`src/rtl/piu_pchlist_builder_pkg.sv`:
```
// Shared patch sizing and patch-list builder state encodings.
package piu_pchlist_builder_pkg;

    localparam int NUM_PCH    = 20;
    localparam int PCHADDR_BW = 5;

    typedef enum logic [1:0] {
        PCHLB_IDLE    = 2'd0,
        PCHLB_COLLECT = 2'd1,
        PCHLB_HOLD    = 2'd2
    } pchlb_state_e;

endpackage

```
`src/rtl/piu_pchlist_builder_pchidx_decoder.sv`:
```
// Patch index to one-hot patch mask; inverse of the patch indexer.
module piu_pchidx_decoder
    import piu_pchlist_builder_pkg::*;
#(
    parameter int P_NUM_PCH    = NUM_PCH,
    parameter int P_PCHADDR_BW = PCHADDR_BW
) (
    input  logic [P_PCHADDR_BW-1:0] i_idx,
    output logic [P_NUM_PCH-1:0]    o_onehot,
    output logic                    o_in_range
);

    localparam logic [P_PCHADDR_BW:0] LP_LIMIT = (P_PCHADDR_BW+1)'(P_NUM_PCH);

    always_comb begin
        o_onehot   = '0;
        o_in_range = ({1'b0, i_idx} < LP_LIMIT);
        for (int i = 0; i < P_NUM_PCH; i++) begin
            o_onehot[i] = (i_idx == P_PCHADDR_BW'(i));
        end
    end

endmodule

```
`src/rtl/piu_pchlist_builder.sv`:
```
// Accumulates a stream of patch indices into a committed patch-list bitmap.
module piu_pchlist_builder
    import piu_pchlist_builder_pkg::*;
#(
    parameter int P_NUM_PCH    = NUM_PCH,
    parameter int P_PCHADDR_BW = PCHADDR_BW
) (
    input  logic                    clk,
    input  logic                    rst,
    input  logic                    in_valid,
    output logic                    in_ready,
    input  logic [P_PCHADDR_BW-1:0] in_pchidx,
    input  logic                    in_last,
    input  logic                    in_flush,
    output logic                    out_valid,
    input  logic                    out_ready,
    output logic [P_NUM_PCH-1:0]    out_pch_list,
    output logic [P_PCHADDR_BW:0]   out_count,
    output logic                    out_err_dup,
    output logic                    out_err_range
);

    localparam logic [P_PCHADDR_BW:0] LP_CNT_ONE = 1;

    pchlb_state_e r_state;
    pchlb_state_e w_state_nxt;

    logic [P_NUM_PCH-1:0]  r_acc;
    logic [P_PCHADDR_BW:0] r_cnt;
    logic                  r_dup;
    logic                  r_rng;

    logic [P_NUM_PCH-1:0]  w_onehot;
    logic                  w_in_range;
    logic                  w_accept;
    logic                  w_hold;
    logic                  w_release;
    logic                  w_bit_set;

    piu_pchidx_decoder #(
        .P_NUM_PCH    (P_NUM_PCH),
        .P_PCHADDR_BW (P_PCHADDR_BW)
    ) u_dec (
        .i_idx      (in_pchidx),
        .o_onehot   (w_onehot),
        .o_in_range (w_in_range)
    );

    assign w_hold    = (r_state == PCHLB_HOLD);
    assign in_ready  = !w_hold;
    assign w_accept  = in_valid && in_ready;
    assign w_release = w_hold && out_ready;
    assign w_bit_set = |(r_acc & w_onehot);

    always_comb begin
        w_state_nxt = r_state;
        unique case (r_state)
            PCHLB_IDLE, PCHLB_COLLECT: begin
                // A flush alongside an accept still takes the index.
                if ((w_accept && in_last) || in_flush) begin
                    w_state_nxt = PCHLB_HOLD;
                end else if (w_accept) begin
                    w_state_nxt = PCHLB_COLLECT;
                end
            end
            PCHLB_HOLD: begin
                if (out_ready) begin
                    w_state_nxt = PCHLB_IDLE;
                end
            end
            default: w_state_nxt = PCHLB_IDLE;
        endcase
    end

    always_ff @(posedge clk or posedge rst) begin
        if (rst) begin
            r_state <= PCHLB_IDLE;
        end else begin
            r_state <= w_state_nxt;
        end
    end

    always_ff @(posedge clk or posedge rst) begin
        if (rst) begin
            r_acc <= '0;
            r_cnt <= '0;
            r_dup <= 1'b0;
            r_rng <= 1'b0;
        end else if (w_release) begin
            r_acc <= '0;
            r_cnt <= '0;
            r_dup <= 1'b0;
            r_rng <= 1'b0;
        end else if (w_accept) begin
            if (!w_in_range) begin
                r_rng <= 1'b1;
            end else if (w_bit_set) begin
                r_dup <= 1'b1;
            end else begin
                r_acc <= r_acc | w_onehot;
                r_cnt <= r_cnt + LP_CNT_ONE;
            end
        end
    end

    // The accumulator is frozen in HOLD, so it doubles as the held list.
    assign out_valid     = w_hold;
    assign out_pch_list  = w_hold ? r_acc : '0;
    assign out_count     = w_hold ? r_cnt : '0;
    assign out_err_dup   = w_hold && r_dup;
    assign out_err_range = w_hold && r_rng;

endmodule

```
`config.mk`:
```
export PLATFORM = sky130hd
export DESIGN_NAME = piu_pchlist_builder
export DESIGN_NICKNAME = d
export VERILOG_FILES = /design/src/rtl/piu_pchlist_builder_pkg.sv /design/src/rtl/piu_pchlist_builder_pchidx_decoder.sv /design/src/rtl/piu_pchlist_builder.sv
export SDC_FILE = /design/constraint.sdc
export NUM_CORES = 1
export LEC_CHECK = 0
export CAP_MARGIN = 20
export CORE_MARGIN = 2
export CORE_UTILIZATION = 45
export CTS_BUF_LIST = sky130_fd_sc_hd__clkbuf_4 sky130_fd_sc_hd__clkbuf_8
export CTS_CLUSTER_SIZE = 8
export DETAILED_ROUTE_END_ITERATION = 8
export HOLD_SLACK_MARGIN = 0.03
export PLACE_DENSITY = 0.7
export SYNTH_ARGS = -nofsm -noshare
export SYNTH_HDL_FRONTEND = slang
export SYNTH_SLANG_ARGS = --single-unit
```
`constraint.sdc`:
```
create_clock -name clk -period 3.65 [get_ports clk]
set_clock_uncertainty 0.2 [all_clocks]
set_input_delay 0.5475 -clock clk [delete_from_list [all_inputs] [get_ports clk]]
set_output_delay 0.5475 -clock clk [all_outputs]
set_load 0.02 [all_outputs]
```
==> impl_metrics.csv, run 1 <==
group,metric,value,unit
synth,synth-edff-count,0,
clock_tree,clk_pin_slew_worst_paths,0.06,ns
synth,syn_area_per_cell,9.10,sq um
route,viasPerCell,5.67,
clock_tree,cts_resized,0,
timing,period_needed,3.33,ns
clock_tree,clk_latency,0.29,ns
layout,fin_nets,251,
synth,yosysSeqAreaShare,0.419,
timing,max_freq,301,MHz
timing,timing.final.ws_setup,0.323,ns
route,ant_nets,0,
route,vias,1632,
synth,synth_warnings,0,
pwr,sw_frac_of_total,0.321,
place,placed_area,0.00225,sq mm
synth,synth_seq_cells,30,
route,drt-total-wl,4420,um
clock_tree,cts_sinks,30,
timing,max_slew_margin,0.502,
clock_tree,htreeDepth,2,
floorplanning,die_y,67.1,um
timing,rsz0062_at_grt,"false",
global_route,grt_overflow,0,
place,gp_congestion,0.871,
timing,fin_crit_sh,0.912,
synth,ys_top_cells_by_area,"dfrtp_1 42%, and2_1 9.1%, nand2_1 4.4%, o21ai_0 3.1%, o31ai_1 2.5%",
clock_tree,cts_hold_buf,0,
pwr,power_density,384,mW/mm^2
synth,synthArstFlopShare,1.00,
floorplanning,fp.dieW,67.1,um
layout,finalInstanceArea,0.00235,sq mm
clock_tree,ctsRootBufferMaster,"clkbuf_8",
setup_path,cp.arrival,3.28,ns
global_route,grt_usage,0.233,
run,maxCapViolations,0,
synth,syn-num-nets,209,
pwr,vdd_drop_max,0.338,mV
place,hpwl,3120,um
route,wl_per_cell,15.3,um
timing,setup-tns-final,0,ns
timing,whs,0.269,ns
layout,antennaDiodeCount,0,
floorplanning,ios,41,
synth,ys.flop_type,"dfrtp_1",
synth,yosysMostFrequentCell,"dfrtp_1",
synth,syn_inst,197,
pwr,seq_power_share,0.429,
pwr,net-switching-power,0.000289,W
timing,hold_viol_final,0,
clock_tree,cts_setup_buffers,0,
setup_path,crit_path_end_kind,"flop",
place,port-buffer-count,40,
floorplanning,rows,22,
global_route,grt_pass1_vias,1636,
layout,area_growth,30.8,%
setup_path,critical_path_class,"in -> reg",
floorplanning,coreArea,0.00374,sq mm
setup_path,startpoint_type,"primary input",
layout,drive_above_1_share,0.113,
floorplanning,start_util,0.479,
pwr,pwr-share-clk,0.316,
synth,ys_types,48,
route,drc,0,
floorplanning,die_area,0.00451,sq mm
global_route,antenna_found_initial,0,
route,drt_pre_antenna_iters,4,
clock_tree,cts_tree,"built",
synth,syn-cell-area,0.00179,sq mm
timing,report.final.slew_viol_count,0,
synth,synth_top_cells_by_count,"30 x dfrtp_1, 26 x and2_1, 21 x nand2_1",
global_route,grt_pass1_wl,7880,um
pwr,p_leak,0.962,nW
timing,finalSetupViolations,0,
global_route,grt_max_degree,31,
setup_path,crit_fanout,12,
setup_path,cp.required,3.60,ns
min_path,min_path_type,"reg -> reg",
clock_tree,clk_path_buf_depth,2,
clock_tree,cts_made_buffers,5,
status,status,"completed",
synth,netlist.area_leader.share,0.419,
place,place_ws,0.0469,ns
pwr,combPwrFrac,0.255,
pwr,internal-power,0.000611,W
synth,synth.largest_area_cell,"dfrtp_1",
route,drtIter0Drc,133,
timing,worst-slew-pin-transition,0.745,ns
==> worst max-delay path, cell delays in order <==
cell	delay, ns
clkdlybuf4s50_1	0.75
buf_4	0.23
mux2i_1	0.21
o22a_1	0.17
a311oi_1	0.14
or4_1	0.69
buf_4	0.23
o211ai_1	0.19
o31ai_1	0.11
==> metal layers <==
layer,track usage,share of wire
met5,0,0
met2,0.356,0.47
met3,0.0608,0.055
met4,0.0969,0.019
met1,0.311,0.46
==> layout by cell type, fill, tap and decap left out, drive strengths merged, types with 9 or more instances in the layout <==
master,instances
nand2,21
nor2,9
and2,26
dfrtp,30
o21ai,13
buf,11
clkdlybuf4s50,40
==> per-stage QoR <==
stage	utilization	std cells	total power, W
after floorplan	-	197	0.000533
after global placement	0.601	280	0.000616
after detailed placement	0.601	280	0.000621
after CTS	0.627	288	0.000906
after global routing	0.627	288	0.000955
final	0.627	288	0.000900
==> state kept, by name, summed over array words and instances (netlist names) <==
signal and flops:
r_state 2, r_rng 1, r_acc 20, r_cnt 6, r_dup 1
==> power groups by stage <==
stage,combinational [W],sequential (W),clock [W]
finish,0.000229,0.000386,0.000284
global route,0.000255,0.000391,0.000309
CTS,0.000231,0.000386,0.000288
detailed placement,0.000230,0.000392,0
global placement,0.000225,0.000391,0
floorplan,0.000149,0.000384,0
==> area by class of cell <==
type	count	area, sq um
fillers	344	1400
multi-input cells	144	931
flip-flops and latches	30	751
repair buffers	51	483
clock buffers	7	90.1
well taps	48	60.1
inverters	7	26.3
clock inverters	1	5.00
==> cells by family (layout without fill, tap and decap cells) <==
family,Yosys count,count (layout),share of synthesized area
and+or+nand+nor,94,94,0.312
AOI/OAI and AO/OA,43,43,0.165
DFF,30,30,0.419
buffers and inverters,23,66,0.0621
muxes,6,6,0.0349
adders and majority gates,1,1,0.00698
==> path summary, 6_finish.rpt <==
kind,startpoint,endpoint,slack [ns],depth (start not counted)
min,r_state[1],r_state[0],0.27,1
min in group asynchronous,rst,r_acc[10],0.44,3
min reg2reg,r_state[1],r_state[0],0.27,1
max in group asynchronous,rst,r_acc[13],2.52,3
max,in_pchidx[2],r_cnt[3],0.32,9
max reg2reg,r_acc[10],r_acc[3],1.02,6
Power figures use the tool's default switching activity.
==> run 2: changes to the inputs <==
- ABC_AREA: unset -> 1
- PLACE_DENSITY: 0.7 -> 0.68
==> run 2 against run 1 <==
Design area rose by 11%. Sequential power rose by 5.4%. Register-to-register slack improved by 0.14 ns. Count of clock-buffer cells in the layout fell by 2. Critical path depth fell by 5. Non-clock buffer count fell by 8. Wire length rose by 20%. Maximum frequency rose by 12%. Sequential share of layout area fell by 3.0 points. Critical endpoint is now in_ready. Largest cell class unchanged.
==> impl_metrics.csv, run 2 <==
group,metric,value,unit
synth,ys.flop_type,"dfrtp_1",
setup_path,critical_path_class,"reg -> out",
timing,max_slew_margin,0.388,
clock_tree,clk_pin_slew_worst_paths,0.07,ns
synth,synthArstFlopShare,1.00,
layout,regMostFlops,"r_acc",
layout,drive_above_1_share,0.0690,
place,port-buffer-count,40,
synth,synth.largest_area_cell,"dfrtp_1",
layout,antennaDiodeCount,0,
route,wl_per_cell,13.2,um
global_route,grt_pass1_wl,9040,um
route,viasPerCell,5.26,
synth,syn_area_per_cell,6.65,sq um
floorplanning,rows,24,
layout,most-common-layout-cells,"75 x nand2_1, 44 x nand3_1, 43 x nor2_1",
route,drtIter0Drc,231,
timing,fin_crit_sh,0.817,
clock_tree,cts_setup_buffers,0,
global_route,grt_pass1_vias,1896,
timing,finalSetupViolations,0,
global_route,grt_max_degree,48,
setup_path,cp.arrival,2.24,ns
setup_path,crit_fanout,31,
timing,worst-slew-pin-transition,0.917,ns
floorplanning,fp.dieW,72.0,um
synth,syn_inst,313,
layout,largest_reg_flops,20,
timing,rsz0062_at_grt,"false",
clock_tree,htreeDepth,2,
place,hpwl,3610,um
synth,yosysSeqAreaShare,0.361,
setup_path,startpoint_type,"flop",
clock_tree,cts_tree,"built",
timing,setup-tns-final,0,ns
synth,syn-num-nets,325,
synth,synth-edff-count,0,
clock_tree,clk_path_buf_depth,2,
status,status,"completed",
pwr,power_density,429,mW/mm^2
route,ant_nets,0,
min_path,min_path_type,"reg -> reg",
timing,max_freq,335,MHz
synth,synth_seq_cells,30,
layout,fin_nets,359,
floorplanning,start_util,0.472,
clock_tree,cts_resized,0,
route,drc,0,
setup_path,cp.required,2.90,ns
layout,largestRegisters,"r_acc (20), r_cnt (6), r_state (2)",
clock_tree,clk_latency,0.29,ns
floorplanning,die_area,0.00519,sq mm
layout,area_growth,24.5,%
layout,mostFrequentLayoutCell,"nand2_1",
setup_path,cp_common_cell,"inv_1",
synth,synth_warnings,0,
route,drt_pre_antenna_iters,4,
pwr,p_leak,1.29,nW
synth,yosysMostFrequentCell,"nand2_1",
min_path,whs_path_depth,1,
floorplanning,ios,41,
synth,ys_types,26,
place,gp_congestion,0.839,
setup_path,crit_path_top_delay_cell,"clkdlybuf4s50_1",
global_route,antenna_found_initial,0,
clock_tree,cts_hold_buf,0,
route,drt-total-wl,5290,um
setup_path,crit_chain,"inv_1 > nor2_2 > inv_1 > clkdlybuf4s50_1",
synth,syn-cell-area,0.00208,sq mm
floorplanning,coreArea,0.00441,sq mm
route,vias,2102,
timing,report.final.slew_viol_count,0,
layout,fin_util,0.587,
setup_path,max_stage_delay,0.76,ns
setup_path,rr_worst_depth,8,
timing,hold_viol_final,0,
setup_path,crit_path_end_kind,"primary output",
global_route,grt_overflow,0,
pwr,vdd_drop_max,0.223,mV
clock_tree,cts_made_buffers,5,
synth,ys_top_cells_by_area,"dfrtp_1 36%, nand2_1 14%, nand3_1 11%, nand4_1 8.1%, nor2_1 7.8%",
run,maxCapViolations,0,
synth,synth_top_cells_by_count,"75 x nand2_1, 44 x nand3_1, 43 x nor2_1",
clock_tree,ctsRootBufferMaster,"clkbuf_8",
clock_tree,cts_sinks,30,
timing,period_needed,2.98,ns
global_route,grt_usage,0.218,
synth,netlist.area_leader.share,0.361,
floorplanning,die_y,72.0,um
-- run 2: cell types whose count changed in the layout (fill, tap and decap cells not counted), moves of 26 or more --
cell and delta:
nand2_1 +54, nand3_1 +37, inv_1 +34, nor2_1 +34
and2_1 -26, nand4_1 +26
-- run 2: path summary, 6_finish.rpt --
check / from / endpoint / slack (ns)
max: r_state[1] / in_ready / 0.67
min: r_state[1] / r_state[0] / 0.23
max reg2reg: r_state[1] / r_acc[5] / 1.16
min reg2reg: r_state[1] / r_state[0] / 0.23
max in group asynchronous: rst / r_acc[19] / 2.52
min in group asynchronous: rst / r_state[1] / 0.43
-- run 2: area by class of cell --
| cell class | count | area (sq um) |
|---|---|---|
| Multi-Input combinational cell | 223 | 1080 |
| Inverter | 44 | 165 |
| Tap cell | 52 | 65.1 |
| Sequential cell | 30 | 751 |
| Fill cell | 434 | 1820 |
| Clock buffer | 5 | 68.8 |
| Timing Repair Buffer | 43 | 423 |
| Clock inverter | 3 | 40.0 |
-- run 2: stage by stage --
step / std cells / hold slack, ns / worst slack (ns) / total power [W] / area, sq um
2_1_floorplan: 313 / 0.209 / 1.36 / 0.000665 / 2080
3_3_place_gp: 392 / 0.223 / 0.715 / 0.000780 / 2480
3_5_place_dp: 392 / 0.225 / 0.641 / 0.000785 / 2480
4_1_cts: 400 / 0.236 / 0.622 / 0.00112 / 2590
5_1_grt: 400 / 0.257 / 0.462 / 0.00118 / 2590
6_report: 400 / 0.230 / 0.667 / 0.00111 / 2590
-- run 2: power breakdown --
part	internal, W	total, W	switching [W]
clock	0.000201	0.000335	0.000135
combinational	0.000123	0.000371	0.000248
sequential	0.000375	0.000407	0.0000323
-- run 2: per-layer routing --
metal / part of all wire / global-route usage / up-vias
li1: - / - / 1081
met1: 0.47 / 0.317 / 952
met2: 0.46 / 0.334 / 64
met3: 0.066 / 0.0458 / 5
met4: 0.0079 / 0.0524 / 0
met5: 0 / 0 / -
-- run 2: cell families after synthesis --
group	after synthesis	share of synthesized area
simple gates	204	0.463
buf+inv	60	0.121
flops	30	0.361
compound gates	16	0.0409
xor+xnor	2	0.00841
fa+ha+maj	1	0.00601
-- run 2: critical path: cells and delay by family, from the launching register on --
family | cells | cell delay [ns]
AND/OR/NAND/NOR | 1 | 0.07
buffers and inverters | 3 | 1.51
flip-flops | 1 | 0.37
==> run 3: changes to the inputs <==
- PLACE_DENSITY: 0.68 -> 0.71
- clock period: 3.65 -> 2.6 ns (I/O delays scaled with it)
==> run 3 against run 2 <==
Via count increased by 6.8%. Largest cell class unchanged. Wire length increased by 6.8%. Design area increased by 5.1%. Non-clock buffer count increased by 12. Sequential power increased by 40%. Setup slack got worse by 0.54 ns.
==> impl_metrics.csv, run 3 (synthesis gave the netlist of run 2 again) <==
group,metric,value,unit
timing,max_freq,404,MHz
clock_tree,cts_made_buffers,5,
pwr,p_leak,1.53,nW
route,wl_per_cell,13.7,um
setup_path,crit_family,"buffers and inverters",
global_route,grt_usage,0.240,
min_path,whs_path_depth,1,
timing,report.final.slew_viol_count,0,
setup_path,crit_path_top_delay_cell,"clkdlybuf4s50_1",
place,hpwl,3830,um
setup_path,crit_chain,"nor2_4 > inv_1 > buf_4 > nor2_1 > clkdlybuf4s50_1",
layout,finalNonFillerCells,413,
timing,worst-slew-pin-transition,0.605,ns
min_path,min_path_type,"reg -> reg",
floorplanning,die_area,0.00519,sq mm
setup_path,critical_path_class,"reg -> out",
layout,most-common-layout-cells,"75 x nand2_1, 44 x nand3_1, 43 x nor2_1",
global_route,grtUsageMet1,0.321,
global_route,grt_overflow,0,
floorplanning,die_y,72.0,um
pwr,power_density,568,mW/mm^2
setup_path,cp.arrival,1.89,ns
setup_path,r2r-start,"r_state[1]",
route,vias,2245,
global_route,use_met2,0.385,
setup_path,rrSetupSlack,0.33,ns
setup_path,cp.buffers_inverters,3,
clock_tree,clk_path_buf_depth,2,
layout,largestRegisters,"r_acc (20), r_cnt (6), r_state (2)",
floorplanning,start_util,0.472,
floorplanning,coreArea,0.00441,sq mm
setup_path,cp.required,2.01,ns
route,drt_pre_antenna_iters,4,
timing,fin_crit_sh,0.953,
status,status,"completed",
clock_tree,clk_pin_slew_worst_paths,0.06,ns
global_route,antenna_found_initial,0,
route,drc,0,
setup_path,max_stage_delay,0.61,ns
clock_tree,cts_tree,"built",
layout,area_growth,30.9,%
timing,period_needed,2.48,ns
clock_tree,cts_sinks,30,
place,gp_congestion,0.923,
layout,mostFrequentLayoutCell,"nand2_1",
route,ant_nets,0,
route,viasPerCell,5.44,
setup_path,rr_worst_depth,10,
clock_tree,clk_latency,0.29,ns
layout,multi_input_area,0.00110,sq mm
floorplanning,fp.dieW,72.0,um
layout,fin_nets,372,
clock_tree,ctsRootBufferMaster,"clkbuf_8",
global_route,grt_pass1_vias,2162,
layout,drive_above_1_share,0.102,
layout,finalInstanceArea,0.00273,sq mm
timing,finalSetupViolations,0,
setup_path,reg2reg_to,"r_cnt[4]",
global_route,grt_max_degree,32,
layout,antennaDiodeCount,0,
floorplanning,ios,41,
pwr,vdd_drop_max,0.381,mV
clock_tree,htreeDepth,2,
global_route,grt_pass1_wl,9850,um
layout,nFillCells,423,
layout,largest_reg_flops,20,
route,drt-total-wl,5650,um
layout,regMostFlops,"r_acc",
timing,rsz0062_at_grt,"false",
timing,hold_viol_final,0,
global_route,grt.met3_usage,0.0556,
run,maxCapViolations,0,
setup_path,crit_path_end_kind,"primary output",
place,port-buffer-count,40,
setup_path,startpoint_type,"flop",
floorplanning,rows,24,
layout,fin_util,0.617,
layout,seq_area,751,sq um
min_path,min_to,"r_state[0]",
route,drtIter0Drc,193,
place,placed_area,0.00259,sq mm
place,dp.cells,404,
timing,max_slew_margin,0.596,
min_path,hold_start,"r_state[1]",
global_route,top_usage_layer,"met2",
setup_path,crit_fanout,31,
## run 3: cell types whose count changed in the layout (fill, tap and decap cells not counted)
| cell | before | now |
|---|---|---|
| nor3_2 | 1 | 0 |
| buf_12 | 0 | 1 |
| dlygate4sd2_1 | 0 | 1 |
| clkdlybuf4s50_1 | 40 | 30 |
| clkbuf_4 | 0 | 1 |
| clkbuf_8 | 5 | 6 |
| clkinv_2 | 2 | 1 |
| nor2_4 | 2 | 4 |
| buf_4 | 3 | 14 |
| nor2_2 | 4 | 3 |
| bufinv_16 | 1 | 0 |
| dlymetal6s2s_1 | 0 | 9 |
| nor3_4 | 1 | 2 |
## run 3: through the flow
| stage | worst slack [ns] | hold WS [ns] | setup TNS [ns] | power (W) |
|---|---|---|---|---|
| CTS | 0.0270 | 0.237 | 0 | 0.00155 |
| finish | 0.123 | 0.231 | 0 | 0.00155 |
| global route | 0.0192 | 0.253 | 0 | 0.00164 |
| global placement | -0.140 | 0.222 | -3.43 | 0.00113 |
| floorplan | 0.463 | 0.209 | 0 | 0.000933 |
| detailed placement | -0.142 | 0.231 | -3.34 | 0.00114 |
## run 3: routing by layer
layer	wire length [um]	vias up	share of wire
met1	2610	1061	0.46
met4	80	0	0.014
met3	365	9	0.065
met2	2590	71	0.46
li1	-	1104	-
met5	0	-	0
## run 3: repair_timing
| action | in CTS | in global routing |
|---|---|---|
| pin swaps | 0 | 1 |
| setup buffers | 0 | 0 |
| hold buffers | 0 | 0 |
| gates resized for setup | 1 | 12 |
| setup endpoints to repair | 1 | 53 |
| gates cloned | 0 | 1 |
## run 3: worst max-delay path by stage
stage | startpoint | end | slack, ns | cells after the start
after CTS | r_state[0] | out_pch_list[11] | 0.03 | 5
after global placement | in_pchidx[1] | r_cnt[2] | -0.14 | 11
final | r_state[0] | out_pch_list[1] | 0.12 | 5
after detailed placement | in_pchidx[1] | r_cnt[1] | -0.14 | 11
after floorplan | r_state[0] | out_pch_list[10] | 0.46 | 5
after global routing | r_state[0] | out_pch_list[18] | 0.02 | 5
## run 3: layout make-up
cell class | instances | area share
inverter | 44 | 0.0606
sequential | 30 | 0.275
timing repair buffer | 55 | 0.201
multi-input combinational | 224 | 0.405
tap | 52 | 0.0239
clock buffer | 7 | 0.0331
clock inverter | 1 | 0.00184
## run 3: power by group
group,switching [W],total [W],internal (W)
Clock,0.000187,0.000411,0.000224
Combinational,0.000364,0.000564,0.000200
Sequential,0.0000449,0.000571,0.000526
Total,0.000596,0.00155,0.000950
## run 3: worst reg2reg max path: cells and delay by family, from the launching register on
kind / cells / cell delay (ns)
DFF: 1 / 0.37
AOI/OAI and AO/OA: 2 / 0.33
buffers and inverters: 4 / 0.95
and+or+nand+nor: 4 / 0.39
